File: config.mk
export PLATFORM = sky130hd
export DESIGN_NAME = switch_scheduler
export DESIGN_NICKNAME = d
export VERILOG_FILES = /design/src/rtl/switch_scheduler.sv
export SDC_FILE = /design/constraint.sdc
export NUM_CORES = 1
export LEC_CHECK = 0
export BUFFER_PORTS_ARGS = -buffer_cell sky130_fd_sc_hd__buf_2
export CORE_AREA = 5 5 168 89
export CTS_CLUSTER_SIZE = 25
export DETAILED_ROUTE_END_ITERATION = 6
export DIE_AREA = 0 0 173 94
export PLACE_DENSITY = 0.89
export SETUP_SLACK_MARGIN = 0.1
export SLEW_MARGIN = 5
export SYNTH_ARGS = -nofsm -noshare
export SYNTH_HDL_FRONTEND = slang
export SYNTH_SLANG_ARGS = --single-unit
File: constraint.sdc
create_clock -name clock -period 4.7 [get_ports clock]
set_input_delay 0.235 -clock clock [delete_from_list [all_inputs] [get_ports clock]]
set_output_delay 0.235 -clock clock [all_outputs]
set_load 0.05 [all_outputs]
File: src/rtl/switch_scheduler.sv
// switch_scheduler: 4x4 output scheduler with one holding slot per input.
// Each output grants one waiting slot per cycle, using its own round-robin pointer.
// A granted slot can take a new packet at the same edge it is granted.
// Optional build macro SWITCH_SCHEDULER_CONFLICT_CNT_EN adds a saturating counter
// of cycles in which some full slot lost arbitration.
// Without the macro, conflict_count is tied to zero.
module switch_scheduler #(
    parameter int DW = 8,
    parameter int CW = 16
) (
    input  logic            clock,
    input  logic            reset_n,
    input  logic [3:0]      in_valid,
    input  logic [7:0]      in_dest,
    input  logic [4*DW-1:0] in_data,
    output logic [3:0]      in_ready,
    output logic [3:0]      out_valid,
    output logic [4*DW-1:0] out_data,
    output logic [7:0]      out_src,
    output logic [CW-1:0]   conflict_count
);

    logic [3:0]          full;
    logic [3:0][1:0]     slot_dest;
    logic [3:0][DW-1:0]  slot_data;
    logic [3:0][1:0]     ptr;

    logic [3:0]          grant;
    logic [3:0]          out_hit;
    logic [3:0][1:0]     win;
    logic [1:0]          k;

    // For each output, pick the first waiting slot at or after its pointer.
    // A slot targets only one output, so it can be granted at most once.
    always_comb begin
        grant   = '0;
        out_hit = '0;
        win     = '0;
        k       = '0;
        for (int o = 0; o < 4; o++) begin
            for (int j = 0; j < 4; j++) begin
                k = ptr[o] + j[1:0];
                if (!out_hit[o] && full[k] && (slot_dest[k] == o[1:0])) begin
                    out_hit[o] = 1'b1;
                    win[o]     = k;
                    grant[k]   = 1'b1;
                end
            end
        end
    end

    // An empty slot is ready, and so is a slot that is being granted this cycle.
    assign in_ready = ~full | grant;

    // Move granted packets into the output registers and refill or free the slots.
    always_ff @(posedge clock) begin
        if (!reset_n) begin
            full      <= '0;
            slot_dest <= '0;
            slot_data <= '0;
            ptr       <= '0;
            out_valid <= '0;
            out_data  <= '0;
            out_src   <= '0;
        end else begin
            for (int o = 0; o < 4; o++) begin
                if (out_hit[o]) begin
                    out_valid[o]            <= 1'b1;
                    out_data[o*DW +: DW]    <= slot_data[win[o]];
                    out_src[2*o +: 2]       <= win[o];
                    ptr[o]                  <= win[o] + 2'd1;
                end else begin
                    out_valid[o] <= 1'b0;
                end
            end
            for (int i = 0; i < 4; i++) begin
                if (in_valid[i] && in_ready[i]) begin
                    full[i]      <= 1'b1;
                    slot_dest[i] <= in_dest[2*i +: 2];
                    slot_data[i] <= in_data[i*DW +: DW];
                end else if (grant[i]) begin
                    full[i] <= 1'b0;
                end
            end
        end
    end

`ifdef SWITCH_SCHEDULER_CONFLICT_CNT_EN
    logic conflict;
    logic [CW-1:0] conflict_q;

    assign conflict = |(full & ~grant);

    // Count cycles in which a full slot lost arbitration, stopping at the maximum value.
    always_ff @(posedge clock) begin
        if (!reset_n) begin
            conflict_q <= '0;
        end else if (conflict && (conflict_q != {CW{1'b1}})) begin
            conflict_q <= conflict_q + 1'b1;
        end
    end

    assign conflict_count = conflict_q;
`else
    assign conflict_count = '0;
`endif

endmodule
==> summary.md, run 1 <==
| Metric | Value |
|---|---|
| Gr ovfl total | `0` |
| Cells after Synth | `854` |
| Commonest cells after routing, fill and taps aside | `nand2_1 (108), mux2i_1 (102), dfxtp_1 (96)` |
| Clock power share | `18.9%` |
| Hold EP | `full[2]` |
| Post-synthesis average cell area | `8.398 sq um` |
| Largest net degree at the start of global routing | `81` |
| Rows | `30` |
| CTS tree | `done` |
| DRT iter0 DRCs | `1192` |
| Post-Route WL | `24470 um` |
| Synthesis-to-layout area growth | `9.578%` |
| Post-CTS Setup Repair Bufs | `0` |
| Worst Hold Margin | `0.1060 ns` |
| Hold WC Path Type | `in -> reg` |
| Clk_skew | `0.01177 ns` |
| Maximum vdd drop | `0.4179 mV` |
| Post-CTS Hold Fix Bufs | `0` |
| Startpoint type of the worst setup path | `register` |
| H-Tree Depth | `3` |
| Vias/cell | `6.798` |
| CTS resizes | `0` |
| Comb power frac | `52.5%` |
| Fmax | `0.2457 GHz` |
| Critical Path AT | `3.83 ns` |
| Reg-to-reg startpoint | `ptr[3]` |
| First-pass GRT wire length | `37570 um` |
| Starting density of the core | `53.97%` |
| Routed wire per std cell | `22.70 um` |
| CP max FO | `15` |
| RSZ-0062 raised after global routing | `no` |
| Filler instances | `1135` |
| Non-Filler Instances | `1078` |
| Vias | `7328` |
| Io pins | `110` |
| Pint | `0.002171 W` |
| DPL Wire Length | `18140 um` |
| Later-pin clock latency in the skew report | `0.35 ns` |
| Fin. Hold Viols | `0` |
| Cell Area, Synth | `7172 sq um` |
| Die height | `94 um` |
| Slowest-stage cell, CP | `ha_1` |
| Total GRT Usage | `29.21%` |
| WHS Path Cells | `2` |
| Vias in the first global route | `6485` |
| Sequential share of the synthesized area | `26.80%` |
| Max Cap Violations | `0` |
| Synth Register Bits | `96` |
| Initial antenna violation count | `0` |
| Inst Count DP | `1062` |
| Share of cells above drive strength 1 | `19.62%` |
| Pwr dens | `534.6 nW/um^2` |
| P_sw | `0.002031 W` |
| Root Driver | `clkbuf_16` |
| Sw Share | `48.33%` |
| Ys flop type | `dfxtp_1` |
| Min-Delay Startpoint | `in_valid[2]` |
| Number of diodes | `0` |
| Count of final max-slew check failures | `0` |
| Flop pwr share | `28.6%` |
| Slew @ Worst Pin | `1.288 ns` |
| Setup tns final | `0 ns` |
| Total Die Area | `16260 sq um` |
| Critical Path RT | `4.47 ns` |
| Synth unique cells | `88` |
| Max Root-Sink Buffers | `2` |
| Outcome | `finished clean` |
| Most common cell after layout, fill and taps aside | `nand2_1` |
| Final setup viols | `0` |
| Core ar. | `13290 sq um` |
| # nets final | `959` |
| Leakage | `3.355 nW` |
| Sink Count | `96` |
| DR pass1 iterations | `6` |
| Crit end category | `output pin` |
| CTS buffer count | `9` |
| I/O Buffers | `93` |
| Yosys warns | `0` |
| Remaining routing DRC violations | `0` |
| Slew headroom | `13.42%` |
| Final Critical Period | `4.070 ns` |
| RR Endpoint | `slot_dest[7]` |
| CP Class | `reg -> out` |
| Crit share post-route | `86.59%` |
| Crit-path max cell delay | `0.64 ns` |
| Die X | `173 um` |
| CP Cell Sequence | `inv_1 > ha_1 > and4bb_2 > a211o_1 > a221oi_2 > a222oi_1 > nand2_1 > or2_2 > buf_2` |
| Final Wtd Congestion | `1.055` |
| Flop2flop setup slack | `0.97 ns` |
| Clk slew on worst S/H paths | `0.07 ns` |
| Antenna-violating nets left | `0` |
| Number of enable flip-flop cells after synthesis | `0` |
| Reg2Reg Depth | `10` |
| Post-synth ARST share | `0%` |
## power by group through the flow
| stage | Sequential [W] | Combinational [W] | Clock, W |
|---|---|---|---|
| floorplan | 0.00129 | 0.00155 | 0 |
| global placement | 0.00118 | 0.00212 | 0 |
| detailed placement | 0.00119 | 0.00214 | 0 |
| CTS | 0.00118 | 0.00215 | 0.000801 |
| global route | 0.00121 | 0.00233 | 0.000830 |
| finish | 0.00120 | 0.00221 | 0.000795 |
## worst max-delay path by stage
stage,from,end,cells after the start
after floorplan,ptr[2],full[0],12
after global placement,ptr[3],in_ready[3],9
after detailed placement,ptr[3],slot_dest[7],10
after CTS,ptr[3],in_ready[3],9
after global routing,ptr[3],in_ready[3],9
final,ptr[3],in_ready[3],9
## flip-flops by register name, summed over array words and instances, names as in the netlist
| name | count |
|---|---|
| ptr | 8 |
| out_valid | 4 |
| slot_data | 32 |
| full | 4 |
| slot_dest | 8 |
| out_data | 32 |
| out_src | 8 |
## cell usage after synthesis, types with 18 or more instances
| library cell | number | area share [%] |
|---|---|---|
| o21ai_0 | 21 | 1.5 |
| nand3_1 | 75 | 5.2 |
| buf_4 | 27 | 2.8 |
| and3_1 | 19 | 1.7 |
| a21oi_1 | 18 | 1.3 |
| mux2i_1 | 102 | 14 |
| mux2_2 | 18 | 2.8 |
| nor2_1 | 21 | 1.1 |
| dfxtp_1 | 96 | 27 |
| nor3_1 | 30 | 2.1 |
| nand2_1 | 108 | 5.7 |
| clkbuf_1 | 45 | 2.4 |
## kinds of logic after synthesis
| kind of cell | synth area share, % |
|---|---|
| compound gates | 19.61 |
| xor+xnor | 0.3664 |
| fa+ha+maj | 2.791 |
| buf+inv | 8.391 |
| flops | 26.80 |
| mux | 17.88 |
| other cells | 0.05229 |
| simple gates | 24.11 |
## routing by layer
metal	vias up	global-route usage, %	share of wire (%)
met4	2	6.437	1.3
met1	3464	45.19	45
met3	42	11.74	16
met2	581	36.02	37
met5	-	2.564	0.22
li1	3239	-	-
## per-stage QoR
stage               utilization (%)  area [sq um]  power, W  setup WS, ns
floorplan                         -          7228  0.002835         1.431
global placement              56.81          7548  0.003304         1.138
detailed placement            56.81          7548  0.003332         1.129
CTS                           59.14          7859  0.004130        0.7551
global route                  59.14          7859  0.004367        0.4645
finish                        59.14          7859  0.004202        0.6303
## layout make-up
type | instances | area [sq um] | share of cell area [%]
sequential | 96 | 1922 | 24.45
tap | 176 | 220.2 | 2.802
timing repair buffer | 111 | 603.1 | 7.674
clock buffer | 9 | 225.2 | 2.866
clock inverter | 7 | 85.08 | 1.083
inverter | 16 | 60.06 | 0.7642
multi-input combinational | 663 | 4743 | 60.36
## worst max-delay path, delay by kind of cell (launching register included)
family,cells,cell delay (ns)
AND/OR/NAND/NOR,3,0.86
AO/OA/AOI/OAI,3,0.96
buffers and inverters,2,0.40
flip-flops,1,0.62
adder cells (fa/ha/maj),1,0.64
Power figures use the tool's default switching activity.
==> run 2: changes to the inputs <==
--- a/config.mk
+++ b/config.mk
@@ -10,7 +10,7 @@
 export CTS_CLUSTER_SIZE = 25
 export DETAILED_ROUTE_END_ITERATION = 6
 export DIE_AREA = 0 0 173 94
-export PLACE_DENSITY = 0.89
+export PLACE_DENSITY = 0.76
 export SETUP_SLACK_MARGIN = 0.1
 export SLEW_MARGIN = 5
 export SYNTH_ARGS = -nofsm -noshare
==> summary.md, run 2 (synthesis gave the netlist of run 1 again) <==
| Metric | Value |
|---|---|
| Slew @ Worst Pin | `1.197 ns (-0.09062 ns)` |
| Clk_skew | `0.01323 ns (+0.001459 ns)` |
| Slowest-stage cell, CP | `dfxtp_1` |
| Share of cells above drive strength 1 | `19.53% (-0.089 points)` |
| Io pins | `110 (unchanged)` |
| Critical Path AT | `3.79 ns (-0.04 ns)` |
| CTS buffer count | `9 (unchanged)` |
| CTS tree | `done` |
| Crit share post-route | `85.73% (-0.86 points)` |
| Maximum vdd drop | `0.3732 mV (-11%)` |
| DPL Wire Length | `18120 um (-0.14%)` |
| DRT iter0 DRCs | `1123 (-5.8%)` |
| Final Critical Period | `4.029 ns (-0.04050 ns)` |
| Remaining routing DRC violations | `0 (unchanged)` |
| Sink Count | `96 (unchanged)` |
| Leakage | `3.351 nW (-0.12%)` |
| First-pass GRT wire length | `37030 um (-1.5%)` |
| CP Class | `reg -> out` |
| Outcome | `finished clean` |
| Vias in the first global route | `6323 (-2.5%)` |
| Max Root-Sink Buffers | `2 (unchanged)` |
| Worst Hold Margin | `0.1177 ns (+0.01175 ns)` |
| Final setup viols | `0 (unchanged)` |
| Hold WC Path Type | `in -> reg` |
| # nets final | `958 (-0.10%)` |
| Largest registers | `out_data (32), slot_data (32)` |
| Startpoint type of the worst setup path | `register` |
| Post-Route WL | `24130 um (-1.4%)` |
| H-Tree Depth | `3 (unchanged)` |
| Rows | `30 (unchanged)` |
| Die X | `173 um (unchanged)` |
| Crit-path max cell delay | `0.66 ns (+0.02 ns)` |
| Core ar. | `13290 sq um (unchanged)` |
| Vias | `7122 (-2.8%)` |
| Later-pin clock latency in the skew report | `0.35 ns (about the same)` |
| Critical Path RT | `4.47 ns (about the same)` |
| Starting density of the core | `53.97% (unchanged)` |
| CTS resizes | `0 (unchanged)` |
| Post-CTS Setup Repair Bufs | `0 (unchanged)` |
| Largest net degree at the start of global routing | `84 (+3.7%)` |
| CP max FO | `14 (-1)` |
| Routed wire per std cell | `22.40 um (-1.3%)` |
| Commonest cells after routing, fill and taps aside | `nand2_1 (108), mux2i_1 (102), dfxtp_1 (96)` |
| Crit end category | `output pin` |
| Fmax | `0.2482 GHz (+1.0%)` |
| Setup tns final | `0 ns (unchanged)` |
| Pwr dens | `528.7 nW/um^2 (-1.1%)` |
| I/O Buffers | `93 (unchanged)` |
| Initial antenna violation count | `0 (unchanged)` |
| Post-CTS Hold Fix Bufs | `0 (unchanged)` |
| Number of diodes | `0 (unchanged)` |
| Die height | `94 um (unchanged)` |
| Most common cell after layout, fill and taps aside | `nand2_1` |
| Slew headroom | `19.56% (+6.1 points)` |
| Count of final max-slew check failures | `0 (unchanged)` |
| CP Cell Sequence | `inv_1 > ha_1 > mux2i_1 > o32ai_2 > a222oi_1 > nand2_1 > or2_2 > buf_2` |
| Gr ovfl total | `0 (unchanged)` |
| Synthesis-to-layout area growth | `9.281%` |
| DR pass1 iterations | `5 (-1)` |
| Vias/cell | `6.613 (-2.7%)` |
| RSZ-0062 raised after global routing | `no` |
| Clk slew on worst S/H paths | `0.08 ns (about the same)` |
| Root Driver | `clkbuf_16` |
| Total GRT Usage | `28.84% (-0.37 points)` |
| Antenna-violating nets left | `0 (unchanged)` |
| Final Wtd Congestion | `1.080 (+2.4%)` |
| Max Cap Violations | `0 (unchanged)` |
| Fin. Hold Viols | `0 (unchanged)` |
| Total Die Area | `16260 sq um (unchanged)` |
[run 2: area by class of cell]
class / instances / area [sq um]
timing repair buffer: 110 / 595.6
fill: 1226 / 5450
inverter: 16 / 60.06
clock inverter: 6 / 57.56
multi-input combinational: 663 / 4743
sequential: 96 / 1922
clock buffer: 10 / 239.0
tap: 176 / 220.2
[run 2: report_power, final]
| group | switching (W) | leakage (nW) | internal, W | total [W] |
|---|---|---|---|---|
| sequential | 0.000236 | 0.786 | 0.000957 | 0.00119 |
| combinational | 0.00142 | 2.42 | 0.000789 | 0.00221 |
| clock | 0.000352 | 0.147 | 0.000387 | 0.000739 |
[run 2: final timing paths]
path               start             to  slack, ns  depth (start not counted)
min reg2reg   out_src[3]     out_src[3]       0.47                          2
min          in_valid[2]        full[2]       0.12                          2
max               ptr[4]    in_ready[3]       0.67                          8
max reg2reg       ptr[3]  slot_data[21]       1.02                         11
[run 2: worst max-delay path, delay by kind of cell, from the launching register on]
kind / cells / cell delay, ns
buf+inv: 2 / 0.43
mux: 1 / 0.37
compound gates: 2 / 0.62
fa+ha+maj: 1 / 0.59
simple gates: 2 / 0.77
flops: 1 / 0.66
[run 2: layer usage]
layer,wire [um],global-route usage [%]
met1,11520,45.87
met2,8195,33.67
met3,4246,14.11
met4,166,3.451
met5,0,0
[run 2: stage by stage]
step | setup slack (ns) | utilization (%) | area, sq um | instances | total power [W]
2_1_floorplan | 1.431 | - | 7228 | 869 | 0.002835
3_3_place_gp | 1.078 | 56.75 | 7541 | 1061 | 0.003333
3_5_place_dp | 1.134 | 56.75 | 7541 | 1061 | 0.003339
4_1_cts | 0.7506 | 58.98 | 7838 | 1077 | 0.004072
5_1_grt | 0.4580 | 58.98 | 7838 | 1077 | 0.004331
6_report | 0.6707 | 58.98 | 7838 | 1077 | 0.004143
==> run 3: changes to the inputs <==
--- a/config.mk
+++ b/config.mk
@@ -11,6 +11,7 @@
 export DETAILED_ROUTE_END_ITERATION = 6
 export DIE_AREA = 0 0 173 94
 export PLACE_DENSITY = 0.76
+export RECOVER_POWER = 25
 export SETUP_SLACK_MARGIN = 0.1
 export SLEW_MARGIN = 5
 export SYNTH_ARGS = -nofsm -noshare
==> summary.md, run 3 (synthesis gave the netlist of run 1 again) <==
| Metric | Value |
|---|---|
| Final Critical Period | `4.053 ns (+0.02355 ns)` |
| RSZ-0062 raised after global routing | `no` |
| Initial antenna violation count | `0 (unchanged)` |
| Largest registers | `out_data (32), slot_data (32)` |
| Hold WC Path Type | `in -> reg` |
| Number of diodes | `0 (unchanged)` |
| Pwr dens | `530.3 nW/um^2 (+0.31%)` |
| Post-CTS Setup Repair Bufs | `0 (unchanged)` |
| Vias/cell | `6.597 (-0.24%)` |
| Critical Path RT | `4.47 ns (about the same)` |
| Final setup viols | `0 (unchanged)` |
| Comb power frac | `53.2% (-0.2 points)` |
| Total GRT Usage | `28.84% (unchanged)` |
| Antenna-violating nets left | `0 (unchanged)` |
| Gr ovfl total | `0 (unchanged)` |
| Startpoint type of the worst setup path | `register` |
| Die X | `173 um (unchanged)` |
| Rows | `30 (unchanged)` |
| Max Root-Sink Buffers | `2 (unchanged)` |
| CP max FO | `15 (+1)` |
| Critical Path AT | `3.82 ns (+0.03 ns)` |
| Clock power share | `17.9% (about the same)` |
| Worst Hold Margin | `0.1156 ns (-0.002096 ns)` |
| CTS resizes | `0 (unchanged)` |
| CP Class | `reg -> out` |
| Vias in the first global route | `6323 (unchanged)` |
| DR pass1 iterations | `7 (+2)` |
| Routed wire per std cell | `22.42 um (about the same)` |
| Most common cell after layout, fill and taps aside | `nand2_1` |
| Crit share post-route | `86.23% (+0.50 points)` |
| # nets final | `958 (unchanged)` |
| Io pins | `110 (unchanged)` |
| H-Tree Depth | `3 (unchanged)` |
| Maximum vdd drop | `0.3729 mV (about the same)` |
| CTS buffer count | `9 (unchanged)` |
| DPL Wire Length | `18120 um (unchanged)` |
| Fin. Hold Viols | `0 (unchanged)` |
| Fmax | `0.2467 GHz (-0.58%)` |
| Slew headroom | `19.74% (+0.18 points)` |
| Sw Share | `48.73% (+0.23 points)` |
| Die height | `94 um (unchanged)` |
| Leakage | `3.199 nW (-4.5%)` |
| Post-layout util | `58.64% (-0.34 points)` |
| Starting density of the core | `53.97% (unchanged)` |
| Setup tns final | `0 ns (unchanged)` |
| Outcome | `finished clean` |
| Count of final max-slew check failures | `0 (unchanged)` |
| Flop pwr share | `29.0% (+0.2 points)` |
| Later-pin clock latency in the skew report | `0.35 ns (about the same)` |
| Post-CTS Hold Fix Bufs | `0 (unchanged)` |
| First-pass GRT wire length | `37030 um (unchanged)` |
| Max Cap Violations | `0 (unchanged)` |
| Post-Route WL | `24150 um (about the same)` |
| DP Area | `7541 sq um (unchanged)` |
| Post-route design area | `7792 sq um (-0.57%)` |
| Remaining routing DRC violations | `0 (unchanged)` |
| Vias | `7105 (-0.24%)` |
| Root Driver | `clkbuf_16` |
| I/O Buffers | `93 (unchanged)` |
| Pint | `0.002119 W (-0.71%)` |
| CTS tree | `done` |
| Clk_skew | `0.01405 ns (+0.0008258 ns)` |
| DRT iter0 DRCs | `1065 (-5.2%)` |
| Slew @ Worst Pin | `1.195 ns (-0.002623 ns)` |
| Crit end category | `output pin` |
| Sink Count | `96 (unchanged)` |
| P_sw | `0.002014 W (+0.20%)` |
| Share of cells above drive strength 1 | `15.54% (-4.0 points)` |
| Total Die Area | `16260 sq um (unchanged)` |
| Final Wtd Congestion | `1.080 (unchanged)` |
| Core ar. | `13290 sq um (unchanged)` |
| Clk slew on worst S/H paths | `0.08 ns (about the same)` |
| Commonest cells after routing, fill and taps aside | `nand2_1 (108), mux2i_1 (102), dfxtp_1 (96)` |
| Synthesis-to-layout area growth | `8.653%` |
| Largest net degree at the start of global routing | `84 (unchanged)` |
## run 3: cell count changes in the layout (fill, tap and decap cells not counted)
cell / previous run / this run
clkbuf_1: 0 / 36
buf_2: 92 / 56
## run 3: metrics by stage
step                      setup slack (ns)  total power, W  cells
final                               0.6472        0.004132   1077
after global routing                0.4580        0.004318   1077
after CTS                           0.7506        0.004072   1077
after detailed placement             1.134        0.003339   1061
after global placement               1.078        0.003333   1061
after floorplan                      1.431        0.002835    869
## run 3: power groups by stage
stage / clock network, W / logic [W] / registers [W]
final: 0.000739 / 0.00220 / 0.00120
after global routing: 0.000782 / 0.00233 / 0.00121
after CTS: 0.000742 / 0.00216 / 0.00117
after detailed placement: 0 / 0.00215 / 0.00119
after global placement: 0 / 0.00215 / 0.00119
after floorplan: 0 / 0.00155 / 0.00129
## run 3: cell type report
type                            instances  area (sq um)
Multi-Input combinational cell        663          4743
Clock inverter                          6         57.56
Inverter                               16         60.06
Clock buffer                           10         239.0
Fill cell                            1244          5495
Sequential cell                        96          1922
Timing Repair Buffer                  110         550.5
Tap cell                              176         220.2
## run 3: worst paths after layout
kind / from / endpoint / slack (ns) / cells past startpoint
setup / recovery: ptr[3] / in_ready[3] / 0.65 / 9
hold reg to reg: out_data[29] / out_data[29] / 0.47 / 2
setup reg to reg: ptr[3] / slot_data[21] / 0.97 / 11
hold / removal: in_valid[2] / full[2] / 0.12 / 2
## run 3: per-layer routing
layer	GRT usage (%)	wire (um)
met1	45.87	11560
met3	14.11	4221
met4	3.451	155
met2	33.67	8207
met5	0	0
## run 3: critical path: stages (launching register included)
cell	delay, ns
dfxtp_1	0.63
inv_1	0.13
ha_1	0.61
and4bb_2	0.33
a211o_1	0.30
a221oi_2	0.43
a222oi_1	0.15
nand2_1	0.40
or2_2	0.21
buf_2	0.26
